$ cat config.mk
export PLATFORM = sky130hd
export DESIGN_NAME = intr_source_ctrl
export DESIGN_NICKNAME = d
export VERILOG_FILES = /design/src/rtl/intr_source_ctrl.sv
export SDC_FILE = /design/constraint.sdc
export NUM_CORES = 1
export LEC_CHECK = 0
export CAP_MARGIN = 10
export CORE_MARGIN = 4
export CORE_UTILIZATION = 52
export CTS_CLUSTER_SIZE = 10
export DETAILED_ROUTE_END_ITERATION = 16
export PLACE_DENSITY = 0.9
export RECOVER_POWER = 50
export SLEW_MARGIN = 20
export SYNTH_ARGS = -nofsm -noshare
export SYNTH_HDL_FRONTEND = slang
export SYNTH_SLANG_ARGS = --single-unit
$ cat constraint.sdc
create_clock -name CLK -period 5.3 [get_ports CLK]
set_clock_uncertainty 0.15 [all_clocks]
set_input_delay 0.53 -clock CLK [delete_from_list [all_inputs] [get_ports CLK]]
set_output_delay 0.53 -clock CLK [all_outputs]
set_load 0.05 [all_outputs]
$ cat src/rtl/intr_source_ctrl.sv
// Fixed-priority interrupt source controller: latches four peripheral requests and
// serves them one at a time on the datapath interrupt interface. Optional: INTR_SRC_TIMEOUT_EN.
//
// state | meaning
// IDLE  | no request in service, waiting for a pending bit
// ISSUE | one-cycle intWrite strobe of the selected source
// WAIT  | holding the request until the datapath pulses intr
// DONE  | one-cycle devAck to the serviced source
module intr_source_ctrl #(
  parameter int DW = 16
`ifdef INTR_SRC_TIMEOUT_EN
  , parameter int TIMEOUT = 1024
`endif
) (
  input  logic            CLK,
  input  logic            Reset,
  input  logic [3:0]      devReq,
  input  logic [4*DW-1:0] devData,
  input  logic [3:0]      devMask,
  input  logic            intr,
  input  logic [DW-1:0]   intDataOut,
  output logic            int0,
  output logic            int1,
  output logic            int2,
  output logic            int3,
  output logic            intLvl1,
  output logic            intLvl0,
  output logic            intWrite,
  output logic [DW-1:0]   intDataIn,
  output logic [3:0]      devAck,
  output logic [DW-1:0]   devRespData,
  output logic            busy,
  output logic [15:0]     svcCount
`ifdef INTR_SRC_TIMEOUT_EN
  , output logic          timeoutFlag
`endif
);

  typedef enum logic [1:0] {IDLE, ISSUE, WAIT, DONE} state_t;

  state_t        state_q;
  logic [3:0]    pending_q, pending_d;
  logic [DW-1:0] data_q [4];
  logic [1:0]    sel_q;
  logic [1:0]    pick;
  logic [3:0]    set_v, clr_v;
  logic [3:0]    int_q;
  logic [1:0]    lvl_q;
  logic          wr_q;
  logic [DW-1:0] din_q;
  logic [3:0]    ack_q;
  logic [DW-1:0] resp_q;
  logic          busy_q;
  logic [15:0]   svc_q;
`ifdef INTR_SRC_TIMEOUT_EN
  localparam int TW = $clog2(TIMEOUT + 1);
  logic [TW-1:0] cnt_q;
  logic          tmo_q;
`endif

  // A new request in the ISSUE cycle beats the clear, so the source is served again.
  always_comb begin
    set_v     = devReq & devMask;
    clr_v     = (state_q == ISSUE) ? (4'b0001 << sel_q) : 4'b0000;
    pending_d = (pending_q & ~clr_v) | set_v;
  end

  always_comb begin
    pick = 2'd0;
    if (pending_q[3])      pick = 2'd3;
    else if (pending_q[2]) pick = 2'd2;
    else if (pending_q[1]) pick = 2'd1;
  end

  always_ff @(posedge CLK or negedge Reset) begin
    if (!Reset) begin
      pending_q <= '0;
      for (int n = 0; n < 4; n++) data_q[n] <= '0;
    end else begin
      pending_q <= pending_d;
      for (int n = 0; n < 4; n++)
        if (set_v[n]) data_q[n] <= devData[n*DW +: DW];
    end
  end

  always_ff @(posedge CLK or negedge Reset) begin
    if (!Reset) begin
      state_q <= IDLE;
      sel_q   <= '0;
      int_q   <= '0;
      lvl_q   <= '0;
      wr_q    <= 1'b0;
      din_q   <= '0;
      ack_q   <= '0;
      resp_q  <= '0;
      busy_q  <= 1'b0;
      svc_q   <= '0;
`ifdef INTR_SRC_TIMEOUT_EN
      cnt_q   <= '0;
      tmo_q   <= 1'b0;
`endif
    end else begin
      case (state_q)
        IDLE: begin
          if (|pending_q) begin
            state_q <= ISSUE;
            sel_q   <= pick;
            wr_q    <= 1'b1;
            din_q   <= data_q[pick];
            int_q   <= 4'b0001 << pick;
            lvl_q   <= pick;
            busy_q  <= 1'b1;
          end
        end
        ISSUE: begin
          wr_q    <= 1'b0;
          state_q <= WAIT;
`ifdef INTR_SRC_TIMEOUT_EN
          cnt_q   <= TW'(TIMEOUT - 1);
`endif
        end
        WAIT: begin
          if (intr) begin
            resp_q  <= intDataOut;
            svc_q   <= svc_q + 16'd1;
            ack_q   <= 4'b0001 << sel_q;
            int_q   <= '0;
            lvl_q   <= '0;
            busy_q  <= 1'b0;
            state_q <= DONE;
          end
`ifdef INTR_SRC_TIMEOUT_EN
          // Abandoned request: acknowledge the source but leave response and count alone.
          else if (cnt_q == '0) begin
            tmo_q   <= 1'b1;
            ack_q   <= 4'b0001 << sel_q;
            int_q   <= '0;
            lvl_q   <= '0;
            busy_q  <= 1'b0;
            state_q <= DONE;
          end else begin
            cnt_q <= cnt_q - 1'b1;
          end
`endif
        end
        DONE: begin
          ack_q   <= '0;
          state_q <= IDLE;
        end
        default: state_q <= IDLE;
      endcase
    end
  end

  assign {int3, int2, int1, int0} = int_q;
  assign {intLvl1, intLvl0}       = lvl_q;
  assign intWrite                 = wr_q;
  assign intDataIn                = din_q;
  assign devAck                   = ack_q;
  assign devRespData              = resp_q;
  assign busy                     = busy_q;
  assign svcCount                 = svc_q;
`ifdef INTR_SRC_TIMEOUT_EN
  assign timeoutFlag              = tmo_q;
`endif

endmodule

==> results.py <==
metrics = {
    "logic_synthesis": {
        "synth.ff_latch_count": 132,
        "synth_area_um2": 5700,
        "synthesis.yosys.warnings": 0,
        "largest_family_of_logic_cells_by_synthesized_area": "multiplexers",
        "synth_seq_area_share": 0.580,
        "postSynthCellCount": 459,
        "synth_top_cells_by_area": "dfrtp_1 (58%), mux2_2 (19%), nand2_1 (2.2%), o21ai_0 (2.1%), a21oi_1 (1.9%)",
        "post_synth_and_or_nand_nor_area_fraction": 0.0681,
        "synth_nets": 556,
        "synth_area_leader_cell": "dfrtp_1",
        "synth_compound_area_frac": 0.0830,
        "adder_cell_share_of_the_synthesized_area": 0.0132,
        "synthXorXnorAreaFrac": 0.0231,
        "ys_types": 36,
        "mux_cell_area_share_after_synthesis": 0.198,
        "synth_top_area_frac": 0.580,
        "avgSynthCellArea_um2": 12.4,
    },
    "timing": {
        "final_hold_viol_count": 0,
        "final-max-slew-violation-count": 0,
        "finalSetupViolations": 0,
        "final_period_minus_worst_setup_slack_ps": 2850,
        "finalCritPeriodShare": 0.537,
        "rsz0062_at_grt": "false",
        "achievable-frequency_ghz": 0.351,
        "worst-slew-pin-transition_ps": 979,
        "relSlewSlack": 0.348,
        "totalNegativeSetupSlack_ps": 0,
    },
    "clock_network": {
        "cts.clk_slew.worst_paths_ps": 60,
        "clock_sinks": 132,
        "cts-buffers-inserted": 17,
        "root_buffer": "clkbuf_8",
        "clock_insertion_delay_worst_skew_ps": 510,
        "post_cts_buffers": 0,
        "cts_max_path_buffers": 2,
        "clock_tree_from_tritoncts": "done",
        "cts-htree-levels": 4,
    },
    "pwr": {
        "cell_internal_pwr_mw": 2.73,
        "power.density_cell_area_nw_per_um2": 576,
        "power.share.clock": 0.254,
        "irDropWorstVdd_v": 0.000429,
        "power.share.sequential": 0.338,
        "proportion_of_total_power_due_to_net_switching": 0.399,
        "power.net_switching_mw": 1.81,
        "p_comb_frac": 0.408,
        "static-leakage-power_nw": 3.39,
    },
    "worst_setup_path": {
        "cp_num_cells": 6,
        "worst_r2r_path_depth": 6,
        "timing.critical_path.max_delay_family": "simple AND/OR/NAND/NOR gates",
        "delay_of_the_slowest_cell_on_the_worst_path_ps": 660,
        "worstPathArrival_ps": 3090,
        "startpoint_type": "register",
        "worst_path_max_delay_cell": "nand2_1",
        "worstPathRequired_ps": 5550,
        "cp_num_buf_inv": 1,
        "cp_cell_sequence": "inv_1, ha_1, nand2_1, nor3_2, nand4_1, xnor2_1",
        "crit_path_max_fanout": 21,
        "timing_worst_setup_path_type": "reg -> reg",
        "endpoint_kind": "register",
    },
    "die": {
        "die_w_um": 113,
        "start_util": 0.542,
        "boundaryPins": 151,
        "coreArea_um2": 10500,
        "placementRows": 37,
        "die-area_um2": 12700,
        "fp.dieH_um": 113,
    },
    "placement": {
        "port-buffer-count": 150,
        "routabilityCongestion": 0.785,
        "dpl_cell_area_um2": 7270,
        "detailed_place_hpwl_mm": 9.72,
    },
    "drt": {
        "wirelength_mm": 14.2,
        "firstDrtPassIters": 5,
        "routed_wire_length_per_instance_um": 18.7,
        "routed_via_density": 5.54,
        "detail_route.drc_violations": 0,
        "drtIter0Drc": 270,
        "detail-route-antenna-nets": 0,
        "detailroute.via_count": 4203,
    },
    "layout": {
        "share_of_layout_cells_above_drive_strength_1": 0.223,
        "final_net_count": 707,
        "antenna-diode-count": 0,
        "synthToLayoutAreaGrowth_pct": 38.2,
        "final_area_um2": 7880,
        "layout.filler_cells": 637,
    },
    "global_routing": {
        "grt_antenna_before_repair": 0,
        "grt_use_total": 0.229,
        "grt_pass1_vias": 4617,
        "grt.overflow.total": 0,
        "grt_max_degree": 87,
        "grt_pass1_wl_mm": 23.1,
    },
    "job": {
        "max_cap_viol_count": 0,
    },
    "hold_path": {
        "hold_class": "reg -> reg",
        "timing.hold.worst_path_depth": 1,
    },
    "outcome": {
        "outcome": "finished, final reports clean",
    },
}
-- power groups by stage --
| stage | clock, mW | sequential (mW) | combinational, mW |
|---|---|---|---|
| 6_report | 1.15 | 1.53 | 1.85 |
| 5_1_grt | 1.22 | 1.57 | 1.96 |
| 4_1_cts | 1.17 | 1.53 | 1.86 |
| 3_5_place_dp | 0 | 1.54 | 1.83 |
| 3_3_place_gp | 0 | 1.52 | 1.78 |
| 2_1_floorplan | 0 | 2.05 | 0.700 |
-- placed cells by master, fill, tap and decap left out, types with 4 or more instances in the layout --
master	netlist	routed
xor2_1	4	4
dfrtp_1	132	131
dlygate4sd3_1	0	5
a21oi_1	22	22
nor3_1	4	4
clkbuf_16	0	16
a22o_1	6	6
a31oi_1	16	16
inv_1	21	21
nor2_1	25	25
ha_1	6	6
xnor2_1	11	11
o2bb2ai_1	6	6
clkdlybuf4s50_1	0	145
clkinvlp_4	0	5
nand2_1	34	34
o21ai_0	24	24
mux2_2	98	97
nand4_1	5	5
-- through the flow --
stage	cells	worst slack [ps]	util	hold WS, ps	power [mW]
after CTS	757	2460	0.748	88.0	4.56
after floorplan	459	3450	-	84.4	2.75
final	758	2450	0.749	340	4.54
after detailed placement	726	2480	0.692	337	3.38
after global placement	726	2640	0.692	315	3.31
after global routing	758	2220	0.749	369	4.75
-- worst register-to-register path, stage by stage (launching register included) --
cell,delay [ps]
dfrtp_1,400
inv_1,140
ha_1,550
nand2_1,660
nor3_2,520
nand4_1,160
xnor2_1,150
-- final cells by class --
class,count,area [um2],share of cell area
Multi-Input combinational cell,283,2200,0.279
Clock inverter,13,160,0.0203
Inverter,22,82.6,0.0105
Tap cell,136,170,0.0216
Clock buffer,18,428,0.0543
Sequential cell,132,3300,0.420
Timing Repair Buffer,154,1540,0.195
-- kinds of logic (layout without fill, tap and decap cells) --
group	Yosys count	after routing
adders and majority gates	6	6
AOI/OAI and AO/OA	79	79
DFF	132	132
buffers and inverters	44	207
and+or+nand+nor	83	83
muxes	100	100
xor gates and xnor gates	15	15
-- what timing repair did --
item | CTS | global route
resized for setup | 0 | 0
endpoints found under the hold margin | 0 | 85
hold buffers | 0 | 1
-- worst paths after layout --
| kind | slack [ps] | start | end |
|---|---|---|---|
| worst max-delay path | 2450 | state_q[0] | svcCount[11] |
| worst min-delay path | 340 | svcCount[15] | svcCount[15] |
| worst max register to register | 2450 | state_q[0] | svcCount[11] |
| worst min register to register | 340 | svcCount[15] | svcCount[15] |
| max in group asynchronous | 3360 | Reset | pending_q[2] |
| min in group asynchronous | 500 | Reset | data_q[40] |
-- synth_stat cells --
cell type / number
clkbuf_1: 7
nor2b_1: 1
nand2b_1: 1
nor2_1: 25
a21o_1: 3
nor4b_1: 1
a211oi_1: 1
a31oi_1: 16
nor2_2: 1
nand3_1: 3
mux2i_1: 1
nand4_1: 5
nor4_4: 1
a22o_1: 6
nor4_1: 1
o21ai_0: 24
nor3_1: 4
and3_1: 3
nor3_2: 1
ha_1: 6
nand2_1: 34
buf_6: 2
mux2_2: 98
and2_4: 1
nand3b_1: 1
a21oi_1: 22
inv_2: 1
o2bb2ai_1: 6
mux2_4: 1
buf_2: 12
xnor2_1: 11
xor2_1: 4
a22oi_1: 1
buf_4: 1
dfrtp_1: 132
inv_1: 21
-- state kept, by name, indices dropped and copies added, names as in the netlist, 2 cells and up --
name	count
pending_q	4
devRespData	16
state_q	2
devAck	4
svcCount	16
sel_q	2
lvl_q	2
int_q	4
intDataIn	16
data_q	64
-- routing by layer --
metal  vias up  global-route usage  share of wire
met4         0              0.0946          0.030
met3        32              0.0577          0.048
met2       152               0.401           0.53
met1      2106               0.268           0.39
li1       1913                   -              -
met5         -                   0              0
Power figures use the tool's default switching activity.
